### config.mk
export PLATFORM = sky130hd
export DESIGN_NAME = tsn_desc_fifo_reader
export DESIGN_NICKNAME = d
export VERILOG_FILES = /design/src/rtl/tsn_desc_fifo_reader_pkg.sv /design/src/rtl/tsn_desc_out_reg.sv /design/src/rtl/tsn_desc_fifo_reader.sv
export SDC_FILE = /design/constraint.sdc
export NUM_CORES = 1
export LEC_CHECK = 0
export ABC_AREA = 0
export BUFFER_PORTS_ARGS = -buffer_cell sky130_fd_sc_hd__buf_2
export CAP_MARGIN = 20
export CORE_AREA = 2 2 150 123
export CTS_CLUSTER_SIZE = 16
export DETAILED_ROUTE_END_ITERATION = 16
export DIE_AREA = 0 0 152 125
export MAX_ROUTING_LAYER = met4
export PLACE_DENSITY = 0.73
export SLEW_MARGIN = 10
export SYNTH_ARGS = -nofsm -noshare
export SYNTH_HDL_FRONTEND = slang
export SYNTH_HIERARCHICAL = 1
export SYNTH_SLANG_ARGS = --single-unit
### constraint.sdc
create_clock -name i_clk -period 4.7 [get_ports i_clk]
set_input_delay 0.705 -clock i_clk [delete_from_list [all_inputs] [get_ports i_clk]]
set_output_delay 0.705 -clock i_clk [all_outputs]
set_load 0.02 [all_outputs]
### src/rtl/tsn_desc_fifo_reader_pkg.sv
// Shared definitions for the TSN descriptor FIFO reader: widths, FSM encoding
// and the packet-length field extractor.
package tsn_desc_fifo_reader_pkg;

  localparam int unsigned DESC_DW     = 71;
  localparam int unsigned DESC_LW     = 12;
  localparam int unsigned DESC_MAX_W  = 128;
  localparam int unsigned BUDGET_W    = 16;
  localparam int unsigned DESC_CNT_W  = 32;
  localparam int unsigned STALL_CNT_W = 16;
  localparam int unsigned ST_W        = 2;

  localparam logic [ST_W-1:0] ST_CLOSED  = 2'd0;
  localparam logic [ST_W-1:0] ST_OPEN    = 2'd1;
  localparam logic [ST_W-1:0] ST_BLOCKED = 2'd2;

  typedef logic [BUDGET_W-1:0] budget_t;

  // Length field sits in the top lw bits of a dw-wide descriptor; zero-extended.
  function automatic budget_t len_field(input logic [DESC_MAX_W-1:0] desc,
                                        input int unsigned dw,
                                        input int unsigned lw);
    logic [DESC_MAX_W-1:0] shifted;
    logic [DESC_MAX_W-1:0] mask;
    shifted = desc >> (dw - lw);
    mask    = (DESC_MAX_W'(1) << lw) - DESC_MAX_W'(1);
    return budget_t'(shifted & mask);
  endfunction

endpackage

### src/rtl/tsn_desc_out_reg.sv
// Single-stage valid/ready output register: loads on demand, holds until accepted.
module tsn_desc_out_reg #(
  parameter int unsigned W = 8
) (
  input  logic         clk,
  input  logic         rst_n,
  input  logic         load,
  input  logic [W-1:0] d,
  input  logic         ready,
  output logic [W-1:0] q,
  output logic         valid
);

  always_ff @(posedge clk or negedge rst_n) begin
    if (!rst_n) begin
      q     <= '0;
      valid <= 1'b0;
    end else begin
      if (load) begin
        q     <= d;
        valid <= 1'b1;
      end else if (ready) begin
        valid <= 1'b0;
      end
    end
  end

endmodule

### src/rtl/tsn_desc_fifo_reader.sv
// Pops descriptors from a show-ahead FIFO while the transmission gate is open,
// spending a per-window byte budget; a head that does not fit blocks the window.
module tsn_desc_fifo_reader
  import tsn_desc_fifo_reader_pkg::*;
#(
  parameter int unsigned DW = DESC_DW,
  parameter int unsigned LW = DESC_LW
) (
  input  logic                   i_clk,
  input  logic                   i_rst_n,
  input  logic [DW-1:0]          iv_fifo_q,
  input  logic                   i_fifo_empty,
  output logic                   o_fifo_rdreq,
  input  logic                   i_gate_open,
  input  logic [BUDGET_W-1:0]    iv_window_bytes,
  output logic [DW-1:0]          ov_desc,
  output logic                   o_desc_valid,
  input  logic                   i_desc_ready,
  output logic                   o_guard_stall,
  output logic [DESC_CNT_W-1:0]  ov_desc_cnt,
  output logic [STALL_CNT_W-1:0] ov_stall_cnt
);

  logic [ST_W-1:0] state, state_nxt;
  budget_t         remaining, remaining_nxt;
  budget_t         head_len;
  logic            gate_open_d;
  logic            out_free;
  logic            fits;
  logic            pop;

  assign head_len = len_field(DESC_MAX_W'(iv_fifo_q), DW, LW);
  assign out_free = !o_desc_valid || i_desc_ready;
  assign fits     = head_len <= remaining;

  // Gate-low cycles never pop, even before the FSM has left OPEN.
  assign pop          = (state == ST_OPEN) && i_gate_open && !i_fifo_empty && fits && out_free;
  assign o_fifo_rdreq = pop;

  // State and budget registers
  always_ff @(posedge i_clk or negedge i_rst_n) begin
    if (!i_rst_n) begin
      state         <= ST_CLOSED;
      remaining     <= '0;
      gate_open_d   <= 1'b0;
      o_guard_stall <= 1'b0;
    end else begin
      state         <= state_nxt;
      remaining     <= remaining_nxt;
      gate_open_d   <= i_gate_open;
      o_guard_stall <= (state_nxt == ST_BLOCKED);
    end
  end

  // Next-state and budget update
  always_comb begin
    state_nxt     = state;
    remaining_nxt = remaining;
    case (state)
      ST_CLOSED: begin
        if (i_gate_open && !gate_open_d) begin
          state_nxt     = ST_OPEN;
          remaining_nxt = iv_window_bytes;
        end
      end
      ST_OPEN: begin
        if (!i_gate_open) begin
          state_nxt     = ST_CLOSED;
          remaining_nxt = '0;
        end else if (pop) begin
          remaining_nxt = remaining - head_len;
        end else if (!i_fifo_empty && !fits) begin
          state_nxt = ST_BLOCKED;
        end
      end
      ST_BLOCKED: begin
        if (!i_gate_open) begin
          state_nxt     = ST_CLOSED;
          remaining_nxt = '0;
        end
      end
      default: begin
        state_nxt     = ST_CLOSED;
        remaining_nxt = '0;
      end
    endcase
  end

  // Forwarded-descriptor and guard-stall statistics
  always_ff @(posedge i_clk or negedge i_rst_n) begin
    if (!i_rst_n) begin
      ov_desc_cnt  <= '0;
      ov_stall_cnt <= '0;
    end else begin
      if (pop) begin
        ov_desc_cnt <= ov_desc_cnt + DESC_CNT_W'(1);
      end
      if (o_guard_stall && (ov_stall_cnt != '1)) begin
        ov_stall_cnt <= ov_stall_cnt + STALL_CNT_W'(1);
      end
    end
  end

  tsn_desc_out_reg #(
    .W (DW)
  ) u_out_reg (
    .clk   (i_clk),
    .rst_n (i_rst_n),
    .load  (pop),
    .d     (iv_fifo_q),
    .ready (i_desc_ready),
    .q     (ov_desc),
    .valid (o_desc_valid)
  );

endmodule
### After elaboration in Yosys (flattened, before gate mapping)

Cells that the tools add are included.

| storage, ports and cells | value |
|---|---|
| register bits after elaboration | 140 |
| input port bits | 92 |
| output and inout bits | 122 |
| logic and storage cells | 47 |

| operators by class | value |
|---|---|
| $add $sub $neg | 3 |
| $lt $le $gt $ge | 1 |
| equal/unequal tests | 7 |
| muxes and demuxes | 13 |
| reductions and logical operators | 15 |

Operator list:

| cell | number |
|---|---|
| 16-bit two-way mux | 4 |
| 16-bit case mux with 3 select lines | 1 |
| 32-bit by 1-bit adder with 32-bit output (second input constant) | 1 |
| 16-bit by 1-bit adder with 16-bit output (second input constant) | 1 |
| 12-bit by 16-bit <= comparator with 1-bit output | 1 |
| 16-bit != test (second input constant) | 1 |
| 16-bit by 12-bit subtractor with 16-bit output | 1 |
| 2-bit two-way mux | 5 |
| 1-bit logical AND | 7 |
| 2-bit case mux with 3 select lines | 1 |
| 2-bit equality test (second input constant) | 2 |
| 1-bit logical NOT | 4 |
| 2-bit != test (second input constant) | 2 |
| 3-bit != test (second input constant) | 1 |
| 3-bit AND reduction | 1 |
| 2-bit by 1-bit equality test with 1-bit output (second input constant) | 1 |
| 2-bit logical NOT | 1 |
| 1-bit two-way mux | 2 |
| 2-bit nonzero test | 1 |
| 1-bit logical OR | 1 |

### Depth between registers and ports, before layout

Gate-level depths: netlist of the first run.

| depth | value |
|---|---|
| depth in word-level cells | 9 |
| mapped depth | 12 |
| depth with buffers taken out | 10 |

### By module

The synthesis of the first run kept the hierarchy.

Modules (own cells, without submodules):

| module | times used | cells each | area an instance (sq um) | sequential area each (sq um) |
|---|---|---|---|---|
| tsn_desc_fifo_reader | 1 | 385 | 3832.4 | 1701.6 |
| tsn_desc_out_reg | 1 | 153 | 3022.9 | 1801.7 |

### Worst setup path before layout of the first run

No wires, ideal clock.

| path | value |
|---|---|
| path type | in2reg |
| from | input iv_fifo_q[68] |
| to | register u_out_reg.q[0] |
| arrival | 3.060 ns |
| data required time | 4.575 ns |
| slack | 1.515 ns |
| stages | 10 |
| path buffers | 3 |
| cell sequence | inv_1 -> ha_1 -> buf_2 -> nand4_1 -> nor3_1 -> nor3_4 -> nor2b_2 -> buf_6 -> buf_12 -> mux2_4 |

| on the way | value |
|---|---|
| cells in the longest elaborated chain, start to end | 3 |

Ends and longest elaborated chain:

| element | line | text |
|---|---|---|
| from (decl) | tsn_desc_fifo_reader.sv:11 | `input logic [DW-1:0] iv_fifo_q,` |
| 12-bit by 16-bit <= comparator with 1-bit output | tsn_desc_fifo_reader.sv:34 | `assign fits = head_len <= remaining;` |
| 1-bit logical AND (2 in series) | tsn_desc_fifo_reader.sv:37 | `assign pop = (state == ST_OPEN) && i_gate_open && !i_fifo_empty && fits && out_free;` |
| net o_fifo_rdreq | tsn_desc_fifo_reader.sv:13 | `output logic o_fifo_rdreq,` |
| to (signal assigned) | tsn_desc_out_reg.sv:16 | `q <= '0;` |
| to (signal assigned) | tsn_desc_out_reg.sv:20 | `q <= d;` |
| to (decl) | tsn_desc_out_reg.sv:10 | `output logic [W-1:0] q,` |

The timed path passes the listed nets, and every way through them passes these cells.
A chain may end at the register's enable or synchronous reset.

### Worst setup path after layout of the first run

| path | value |
|---|---|
| from | register remaining[0] |
| to | output o_fifo_rdreq |

| on the way | value |
|---|---|
| cells in the longest elaborated chain, start to end | 3 |

Ends and longest elaborated chain:

| element | line | text |
|---|---|---|
| from (decl) | tsn_desc_fifo_reader.sv:25 | `budget_t remaining, remaining_nxt;` |
| from (signal assigned) | tsn_desc_fifo_reader.sv:49 | `remaining <= remaining_nxt;` |
| 12-bit by 16-bit <= comparator with 1-bit output | tsn_desc_fifo_reader.sv:34 |  |
| 1-bit logical AND (2 in series) | tsn_desc_fifo_reader.sv:37 |  |
| to (decl) | tsn_desc_fifo_reader.sv:13 |  |

No other way between the ends.

==> results_dict.tcl, run 1 <==
set metrics [dict create \
    status "finished, final reports clean" \
    ys_async_sr_fraction_pct 100 \
    synth_ff_type "sky130_fd_sc_hd__dfrtp_1" \
    clk_pin_slew_ns 0.07 \
    core_region_area_sq_um 17700 \
    num_vias 5093 \
    combined_area_of_all_synthesized_cells_sq_um 6860 \
    die_area_sq_um 19000 \
    postSynthNetCount 645 \
    synth.ff_latch_count 140 \
    drt-vias-per-instance 5.09 \
    final_antenna_net_count 0 \
    dpl.cell_count 968 \
    crit_path_max_fanout 10 \
    switching_power_w 0.00195 \
    cts.sink_count 140 \
    power.density_cell_area_nw_per_um2 602 \
    synth_fa_ha_area_share_pct 2.85 \
    gp_routability_congestion 0.873 \
    sw_frac_of_total_pct 37.6 \
    filler_cell_count 1594 \
    relSlewSlack_pct 34.7 \
    multiInputGateArea_sq_um 3090 \
    htree_levels 4 \
    synth.yosys.warnings 6 \
    pwr-share-clk_pct 24.3 \
    wirelength_microns 16300 \
    grt_pass1_wl_microns 27500 \
    clock_tree.root_cell "sky130_fd_sc_hd__clkbuf_16" \
    drc_errors 0 \
    synthesis.area_per_instance_sq_um 12.7 \
    share_of_the_synthesized_area_in_compound_gates_ao_oa_aoi_oai_pct 8.27 \
    final_hold_viol_count 0 \
    n_antenna_cell 0 \
    fp.dieH_microns 125 \
    setup_repair_after_global_routing_missed_its_margin "no" \
    post_cts_resize_count 0 \
    layout.nets 864 \
    total_track_usage_pct 18.6 \
    finish.cell_count_without_fillers 1000 \
    place.detailed.hpwl_microns 11700 \
    final_common_cell "sky130_fd_sc_hd__buf_2" \
    finClkSkew_ns 0.0139 \
    hold_path.class "in2async" \
    top_level_ports 214 \
    drive_above_1_share_pct 43.4 \
    ctsLongestPathBuffers 2 \
    synth.distinct_cells 59 \
    max-vdd-ir-drop_mv 0.253 \
    hold-worst-slack_ns 0.376 \
    cell_internal_pwr_w 0.00324 \
    worst_slew_pin_slew_ns 0.979 \
    setup.worst_path.end_class "primary output" \
    most-common-layout-cells "212 x sky130_fd_sc_hd__buf_2, 140 x sky130_fd_sc_hd__dfrtp_1, 69 x sky130_fd_sc_hd__mux2_4" \
    syn_inst 538 \
    layout_setup_ws_ns 0.863 \
    synth.mux.area_fraction_pct 16.1 \
    maxClockFrequency_mhz 261 \
    critPathArrivalTime_ns 3.13 \
    hold_buf_count_cts 0 \
    max_cap_violations 0 \
    post-place-ws_ns 0.808 \
    area_delta_synth_final_pct 25.7 \
    tritoncts_clock_tree "built" \
    synth_edf_count 0 \
    rows 44 \
    antenna_violations_before_repair 0 \
    worst_skew_pair.late_latency_ns 0.42 \
    cellLeakagePower_nw 4.35 \
    drt-initial-drc-count 296 \
    main_combinational_cell_family_by_area_after_synthesis "multiplexers" \
    number_of_buffers_created_by_cts 17 \
    floorplan.initialDensity_pct 38.8 \
    die_width_microns 152 \
    comb_power_share_pct 39.7 \
    seqCellArea_sq_um 3500 \
    grt_overflow_total 0 \
    grt_start_max_net_pins 106 \
    port_buffers 213 \
    finalSetupViolCount 0 \
    synth.yosys.seq_area_share_pct 51.1 \
    avgRoutedWirePerCell_microns 16.3 \
    cts_post_setup_buffers_inserted 0 \
    xor_xnor_portion_of_the_synthesized_cell_area_pct 6.64 \
    firstDrtPassIters 5 \
    timing.final.max_slew_violations 0 \
    power.sequential.fraction_pct 36.0 \
    criticalPathCategory "reg2out" \
    worstPathRequired_ns 3.99 \
    first_global_vias 5187 \
    layout_min_cycle_time_ns 3.84 \
    final.period_utilization_pct 81.6 \
    post_synth_and_or_nand_nor_area_fraction_pct 11.1 \
    finalSetupTns_ns 0 \
    critPathLaunchType "flip-flop" \
]
cells in the mapped netlist, drive strengths merged, types with 2 or more instances:
cell,instances,area (sq um)
a211oi,2,15.0
a21o,5,37.5
a21oi,21,105
a221oi,4,41.3
a311oi,2,30.0
a31oi,3,18.8
and2,4,25.0
and3,12,75.1
and4,3,26.3
buf,13,176
clkbuf,3,11.3
dfrtp,140,3500
ha,14,175
inv,22,82.6
mux2,74,1090
nand2,39,146
nand2b,3,18.8
nand3,16,80.1
nand3b,3,22.5
nand4,12,75.1
nor2,22,82.6
nor2b,3,21.3
nor3,12,71.3
nor4b,5,56.3
o211ai,9,67.6
o21a,2,15.0
o21ai,5,25.0
o31ai,10,88.8
or2,2,15.0
or3,4,30.0
xnor2,32,280
xor2,20,175
power groups by stage:
| stage | Clock (W) | Combinational, W | Sequential [W] |
|---|---|---|---|
| final | 0.00126 | 0.00206 | 0.00187 |
| after global routing | 0.00136 | 0.00222 | 0.00192 |
| after CTS | 0.00130 | 0.00207 | 0.00187 |
| after detailed placement | 0 | 0.00206 | 0.00188 |
| after floorplan | 0 | 0.00106 | 0.00226 |
| after global placement | 0 | 0.00202 | 0.00187 |
flip-flops by register name, indices dropped and copies added, names as in the netlist:
signal / count
state: 2
ov_desc_cnt: 32
remaining: 16
o_guard_stall: 1
u_out_reg/q: 71
ov_stall_cnt: 16
gate_open_d: 1
u_out_reg/valid: 1
logic make-up after synthesis:
logic type               after synthesis
AND/OR/NAND/NOR                      142
flip-flops                           140
AO/OA/AOI/OAI                         76
multiplexers                          75
XOR/XNOR                              52
buffers and inverters                 38
adder cells (fa/ha/maj)               15
stage by stage:
step                      cell area, sq um  total power (W)  utilization (%)
after global routing                  8620          0.00550             48.8
after floorplan                       6860          0.00332                -
after CTS                             8620          0.00523             48.8
after global placement                8070          0.00389             45.7
final                                 8620          0.00519             48.8
after detailed placement              8070          0.00393             45.7
worst max-delay path, stage by stage (launching register included):
cell                       delay (ns)
sky130_fd_sc_hd__dfrtp_1         0.37
sky130_fd_sc_hd__inv_1           0.06
sky130_fd_sc_hd__ha_1            0.15
sky130_fd_sc_hd__inv_1           0.06
sky130_fd_sc_hd__fa_1            0.42
sky130_fd_sc_hd__a21o_1          0.21
sky130_fd_sc_hd__a221oi_2        0.41
sky130_fd_sc_hd__nor3_1          0.22
sky130_fd_sc_hd__nor3_4          0.42
sky130_fd_sc_hd__nor2b_4         0.18
sky130_fd_sc_hd__buf_2           0.21
worst paths after layout:
check | startpoint | to | slack (ns) | depth (start not counted)
min reg2reg | ov_desc_cnt[31] | ov_desc_cnt[31] | 0.47 | 1
max in group asynchronous | i_rst_n | u_out_reg/q[37] | 3.18 | 2
max reg2reg | remaining[9] | u_out_reg/q[68] | 1.32 | 7
max | remaining[0] | o_fifo_rdreq | 0.86 | 10
min in group i_clk | ov_desc_cnt[31] | ov_desc_cnt[31] | 0.47 | 1
min | i_rst_n | u_out_reg/q[58] | 0.38 | 1
cell type report:
| cell class | count | share of cell area (%) |
|---|---|---|
| clock buffers | 17 | 4.94 |
| clock inverters | 15 | 1.44 |
| inverters | 22 | 0.958 |
| multi-input cells | 360 | 35.8 |
| flip-flops and latches | 140 | 40.7 |
| well taps | 230 | 3.34 |
| repair buffers | 216 | 12.9 |
layer usage:
layer,track usage [%],vias up,part of all wire [%]
met1,25.7,2509,48
met2,26.9,207,45
met4,5.06,0,0.92
met5,-,-,0
met3,5.16,16,6.3
li1,-,2361,-
(Power assumes the default switching activity.)
==> inputs of run 2 (changes only) <==
Clock period 4.7 ns to 4 ns, I/O delays scaled along.
==> run 2 against run 1 <==
Power grew 19%. Critical path depth is the same. Critical path type unchanged. Highest routed layer unchanged. Global-route usage shrank 0.21 points.
==> results_dict.tcl, run 2 (synthesized netlist as in run 1, its figures left out) <==
set metrics [dict create \
    status "finished, final reports clean" \
    finClkSkew_ns 0.00872 \
    setup_repair_after_global_routing_missed_its_margin "no" \
    ctsLongestPathBuffers 2 \
    total_track_usage_pct 18.3 \
    critPathLaunchType "flip-flop" \
    worst_slew_pin_slew_ns 0.980 \
    floorplan.initialDensity_pct 38.8 \
    switching_power_w 0.00231 \
    pwr-share-clk_pct 25.7 \
    layout_setup_ws_ns 0.624 \
    drc_errors 0 \
    firstDrtPassIters 4 \
    drt-initial-drc-count 341 \
    relSlewSlack_pct 33.8 \
    grt_pass1_wl_microns 27100 \
    number_of_buffers_created_by_cts 17 \
    cell_internal_pwr_w 0.00389 \
    finalSetupViolCount 0 \
    power.density_cell_area_nw_per_um2 713 \
    final_common_cell "sky130_fd_sc_hd__buf_2" \
    crit_path_max_fanout 5 \
    clk_pin_slew_ns 0.07 \
    largest_register "u_out_reg/q" \
    sw_frac_of_total_pct 37.2 \
    largest_register_ff_count 71 \
    cts_post_setup_buffers_inserted 0 \
    layout.nets 868 \
    crit-reg2reg-launch "remaining[9]" \
    layout_min_cycle_time_ns 3.38 \
    setup.worst_path.start "remaining[0]" \
    first_global_vias 5001 \
    rr_worst_depth 7 \
    max_cap_violations 0 \
    grt_overflow_total 0 \
    hold_path.class "in2async" \
    comb_power_share_pct 38.9 \
    maxClockFrequency_mhz 296 \
    finalSetupTns_ns 0 \
    hold_buf_count_cts 0 \
    top_level_ports 214 \
    gp_routability_congestion 0.837 \
    r2r_slack_ns 0.73 \
    worstPathRequired_ns 3.40 \
    rows 44 \
    die_width_microns 152 \
    final_antenna_net_count 0 \
    total_power_w 0.00619 \
    timing.final.max_slew_violations 0 \
    place.detailed.hpwl_microns 11700 \
    fp.dieH_microns 125 \
    avgRoutedWirePerCell_microns 16.1 \
    post_cts_resize_count 0 \
    most-common-layout-cells "212 x sky130_fd_sc_hd__buf_2, 140 x sky130_fd_sc_hd__dfrtp_1, 69 x sky130_fd_sc_hd__mux2_4" \
    max-vdd-ir-drop_mv 0.336 \
    final_hold_viol_count 0 \
    drive_above_1_share_pct 43.7 \
    port_buffers 213 \
    num_vias 5067 \
    rr_endpoint "u_out_reg/q[70]" \
    antenna_violations_before_repair 1 \
    final.period_utilization_pct 84.4 \
    area_delta_synth_final_pct 26.7 \
    drt-vias-per-instance 5.04 \
    critPathArrivalTime_ns 2.78 \
    tritoncts_clock_tree "built" \
    cellLeakagePower_nw 4.38 \
    wirelength_microns 16100 \
    die_area_sq_um 19000 \
    setup.worst_path.end_class "primary output" \
    worst_skew_pair.late_latency_ns 0.43 \
    power.sequential.fraction_pct 35.3 \
    htree_levels 4 \
    grt_start_max_net_pins 103 \
    post-place-ws_ns 0.351 \
    criticalPathCategory "reg2out" \
    clock_tree.root_cell "sky130_fd_sc_hd__clkbuf_16" \
    largest_registers "u_out_reg/q x71, ov_desc_cnt x32" \
    filler_cell_count 1573 \
    cts.sink_count 140 \
    hold-worst-slack_ns 0.267 \
    core_region_area_sq_um 17700 \
]
run 2: cell count changes in the layout (fill, tap and decap cells not counted), sizes merged:
cell	change
inv	-2
diode	+1
buf	+4
clkinvlp	+1
bufinv	+1
run 2: metrics by stage:
step | cells | util [%] | instance area, sq um
floorplan | 538 | - | 6860
global placement | 972 | 45.8 | 8090
detailed placement | 972 | 45.8 | 8090
CTS | 1004 | 49.2 | 8690
global route | 1005 | 49.2 | 8690
finish | 1005 | 49.2 | 8690
run 2: critical path: stages, from the launching register on:
cell,delay [ns]
sky130_fd_sc_hd__dfrtp_1,0.37
sky130_fd_sc_hd__inv_1,0.05
sky130_fd_sc_hd__ha_1,0.15
sky130_fd_sc_hd__inv_1,0.05
sky130_fd_sc_hd__fa_1,0.40
sky130_fd_sc_hd__a21o_1,0.22
sky130_fd_sc_hd__a221oi_2,0.43
sky130_fd_sc_hd__nor3_1,0.21
sky130_fd_sc_hd__nor3_4,0.21
sky130_fd_sc_hd__nor2b_4,0.07
sky130_fd_sc_hd__buf_2,0.17
run 2: how the worst max path moves through the flow:
stage / depth (start not counted) / to / slack [ns]
2_1_floorplan: 10 / u_out_reg/q[0] / 0.92
3_3_place_gp: 9 / u_out_reg/q[68] / 0.43
3_5_place_dp: 9 / u_out_reg/q[68] / 0.35
4_1_cts: 10 / o_fifo_rdreq / 0.61
5_1_grt: 10 / o_fifo_rdreq / 0.50
6_report: 10 / o_fifo_rdreq / 0.62
run 2: layer usage:
metal / track usage, % / vias to the layer above / part of all wire (%)
met5: - / - / 0
met2: 26.7 / 179 / 44
met3: 4.61 / 17 / 5.9
met1: 25.6 / 2487 / 48
met4: 5.11 / 0 / 1.2
li1: - / 2384 / -
run 2: power groups by stage:
stage | registers (W) | clock network [W] | logic (W)
global route | 0.00225 | 0.00170 | 0.00259
floorplan | 0.00266 | 0 | 0.00124
finish | 0.00219 | 0.00159 | 0.00241
detailed placement | 0.00220 | 0 | 0.00242
global placement | 0.00220 | 0 | 0.00238
CTS | 0.00219 | 0.00163 | 0.00242
run 2: area by class of cell:
cell class              instances  area, sq um  share of cell area (%)
clock inverters                15          175                    2.02
well taps                     230          288                    3.31
repair buffers                220         1120                    12.9
diodes                          1         2.50                  0.0288
multi-input cells             360         3090                    35.5
flip-flops and latches        140         3500                    40.3
clock buffers                  17          425                    4.90
inverters                      22         82.6                   0.950
==> inputs of run 3 (changes only) <==
Clock period 4 ns to 3.2 ns, I/O delays scaled along.
==> run 3 against run 2 <==
Cell count increased by 2.1%. Sequential power increased by 26%. Highest routed layer unchanged. Worst setup slack got worse by 0.47 ns. Power up 27%. Via count increased by 1.3%.
==> results_dict.tcl, run 3 (synthesized netlist as in run 1, its figures left out) <==
set metrics [dict create \
    status "finished, final reports clean" \
    power.sequential.fraction_pct 34.9 \
    clk_pin_slew_ns 0.06 \
    switching_power_w 0.00286 \
    largest_registers "u_out_reg/q x71, ov_desc_cnt x32" \
    die_width_microns 152 \
    drt-initial-drc-count 366 \
    maxClockFrequency_mhz 329 \
    path_cells "inv_1 > ha_1 > inv_1 > fa_1 > a21o_1 > a221oi_4 > nor3_2 > nor3_4 > nor2b_4 > buf_2" \
    sw_frac_of_total_pct 36.4 \
    finish.cell_count_without_fillers 1026 \
    ctsLongestPathBuffers 2 \
    rows 44 \
    drt-vias-per-instance 5.00 \
    largest_register "u_out_reg/q" \
    num_vias 5134 \
    power.density_cell_area_nw_per_um2 884 \
    final.period_utilization_pct 95.1 \
    finClkSkew_ns 0.00861 \
    worstPathRequired_ns 2.72 \
    core_region_area_sq_um 17700 \
    firstDrtPassIters 5 \
    comb_power_share_pct 39.9 \
    antenna_violations_before_repair 2 \
    drc_errors 0 \
    tritoncts_clock_tree "built" \
    area_delta_synth_final_pct 29.9 \
    cpPeakStageDelay_ns 0.40 \
    gp_routability_congestion 0.849 \
    criticalPathCategory "reg2out" \
    timing.final.max_slew_violations 0 \
    fp.dieH_microns 125 \
    critPathArrivalTime_ns 2.56 \
    place.detailed.hpwl_microns 12200 \
    library_cell_appearing_most_often_on_the_critical_path "sky130_fd_sc_hd__inv_1" \
    htree_levels 4 \
    relSlewSlack_pct 44.6 \
    largest_register_ff_count 71 \
    critical_path.top_delay_family "compound AO/OA/AOI/OAI gates" \
    grt_start_max_net_pins 68 \
    most-common-layout-cells "212 x sky130_fd_sc_hd__buf_2, 140 x sky130_fd_sc_hd__dfrtp_1, 69 x sky130_fd_sc_hd__mux2_4" \
    floorplan.initialDensity_pct 38.8 \
    cell_internal_pwr_w 0.00501 \
    final_common_cell "sky130_fd_sc_hd__buf_2" \
    filler_cell_count 1563 \
    finalSetupViolCount 0 \
    port_buffers 213 \
    dpl.cell_count 989 \
    layout_min_cycle_time_ns 3.04 \
    crit_path_max_fanout 5 \
    final_hold_viol_count 0 \
    pwr-share-clk_pct 25.2 \
    avgRoutedWirePerCell_microns 16.1 \
    critPathLaunchType "flip-flop" \
    wirelength_microns 16500 \
    max_cap_violations 0 \
    critical-path-slowest-cell "sky130_fd_sc_hd__fa_1" \
    setup.worst_path.end_class "primary output" \
    worst_skew_pair.late_latency_ns 0.42 \
    total_track_usage_pct 18.7 \
    final_antenna_net_count 0 \
    worst_slew_pin_slew_ns 0.828 \
    top_level_ports 214 \
    cts.sink_count 140 \
    hold_path.class "in2reg" \
    total_power_w 0.00787 \
    first_global_vias 5262 \
    die_area_sq_um 19000 \
    critPathBufInv 3 \
    clock_tree.root_cell "sky130_fd_sc_hd__clkbuf_16" \
    grt_overflow_total 0 \
    cellLeakagePower_nw 4.51 \
    max-vdd-ir-drop_mv 0.390 \
    layout.nets 888 \
    grt_pass1_wl_microns 27700 \
    finalSetupTns_ns 0 \
    number_of_buffers_created_by_cts 17 \
    drive_above_1_share_pct 45.1 \
]
run 3: cell count changes in the layout (fill, tap and decap cells not counted), moves of 2 or more:
cell and change:
sky130_fd_sc_hd__inv_8 -3, sky130_fd_sc_hd__clkinv_8 -2, sky130_fd_sc_hd__clkinv_4 +2, sky130_fd_sc_hd__buf_12 +3, sky130_fd_sc_hd__buf_4 +16
run 3: power groups by stage:
stage / clock, W / sequential (W) / combinational (W)
3_5_place_dp: 0 / 0.00277 / 0.00310
6_report: 0.00198 / 0.00275 / 0.00314
2_1_floorplan: 0 / 0.00333 / 0.00155
3_3_place_gp: 0 / 0.00275 / 0.00305
5_1_grt: 0.00213 / 0.00283 / 0.00338
4_1_cts: 0.00203 / 0.00275 / 0.00311
run 3: worst paths after layout:
check / from / cells past startpoint / to / slack [ns]
setup / recovery: remaining[0] / 10 / o_fifo_rdreq / 0.16
hold / removal: i_gate_open / 1 / gate_open_d / 0.29
setup reg to reg: remaining[0] / 10 / remaining[14] / 0.43
hold reg to reg: remaining[0] / 2 / remaining[0] / 0.47
max in group asynchronous: i_rst_n / 3 / u_out_reg/q[9] / 1.92
min in group asynchronous: i_rst_n / 2 / ov_stall_cnt[4] / 0.55
run 3: cell type report:
cell class              count  area [sq um]  share of cell area, %
flip-flops and latches    140          3500                   39.3
repair buffers            240          1320                   14.8
clock buffers              18           439                   4.93
inverters                  22          82.6                  0.927
multi-input cells         360          3110                   34.9
well taps                 230           288                   3.23
clock inverters            14           161                   1.81
diodes                      2          5.00                 0.0562
run 3: routing by layer:
metal	vias to the layer above	GRT usage [%]	routed length, microns
li1	2424	-	-
met1	2521	24.3	7490
met2	176	29.0	7840
met3	13	5.23	1020
met4	0	5.44	204
met5	-	-	0
run 3: metrics by stage:
| step | instance area (sq um) | setup WS [ns] | util [%] | hold slack (ns) |
|---|---|---|---|---|
| 2_1_floorplan | 6860 | 0.240 | - | 0.184 |
| 3_3_place_gp | 8250 | 0.256 | 46.7 | 0.436 |
| 3_5_place_dp | 8250 | 0.132 | 46.7 | 0.439 |
| 4_1_cts | 8860 | 0.0941 | 50.1 | 0.270 |
| 5_1_grt | 8910 | -0.0217 | 50.4 | 0.276 |
| 6_report | 8910 | 0.157 | 50.4 | 0.287 |
run 3: worst reg2reg max path: stages (launching register included):
cell	delay, ns
sky130_fd_sc_hd__dfrtp_1	0.37
sky130_fd_sc_hd__inv_1	0.05
sky130_fd_sc_hd__ha_1	0.15
sky130_fd_sc_hd__inv_1	0.05
sky130_fd_sc_hd__fa_1	0.40
sky130_fd_sc_hd__a21o_1	0.24
sky130_fd_sc_hd__a221oi_4	0.33
sky130_fd_sc_hd__or3_1	0.28
sky130_fd_sc_hd__nand2_1	0.17
sky130_fd_sc_hd__o311a_1	0.35
sky130_fd_sc_hd__a221o_1	0.26
run 3: repair_timing:
| item | 4_1_cts | 5_1_grt |
|---|---|---|
| endpoints found under the hold margin | 34 | 0 |
| setup buffers | 0 | 2 |
| hold buffers | 1 | 0 |
| resized for setup | 0 | 3 |
| endpoints found under the setup margin | 0 | 1 |
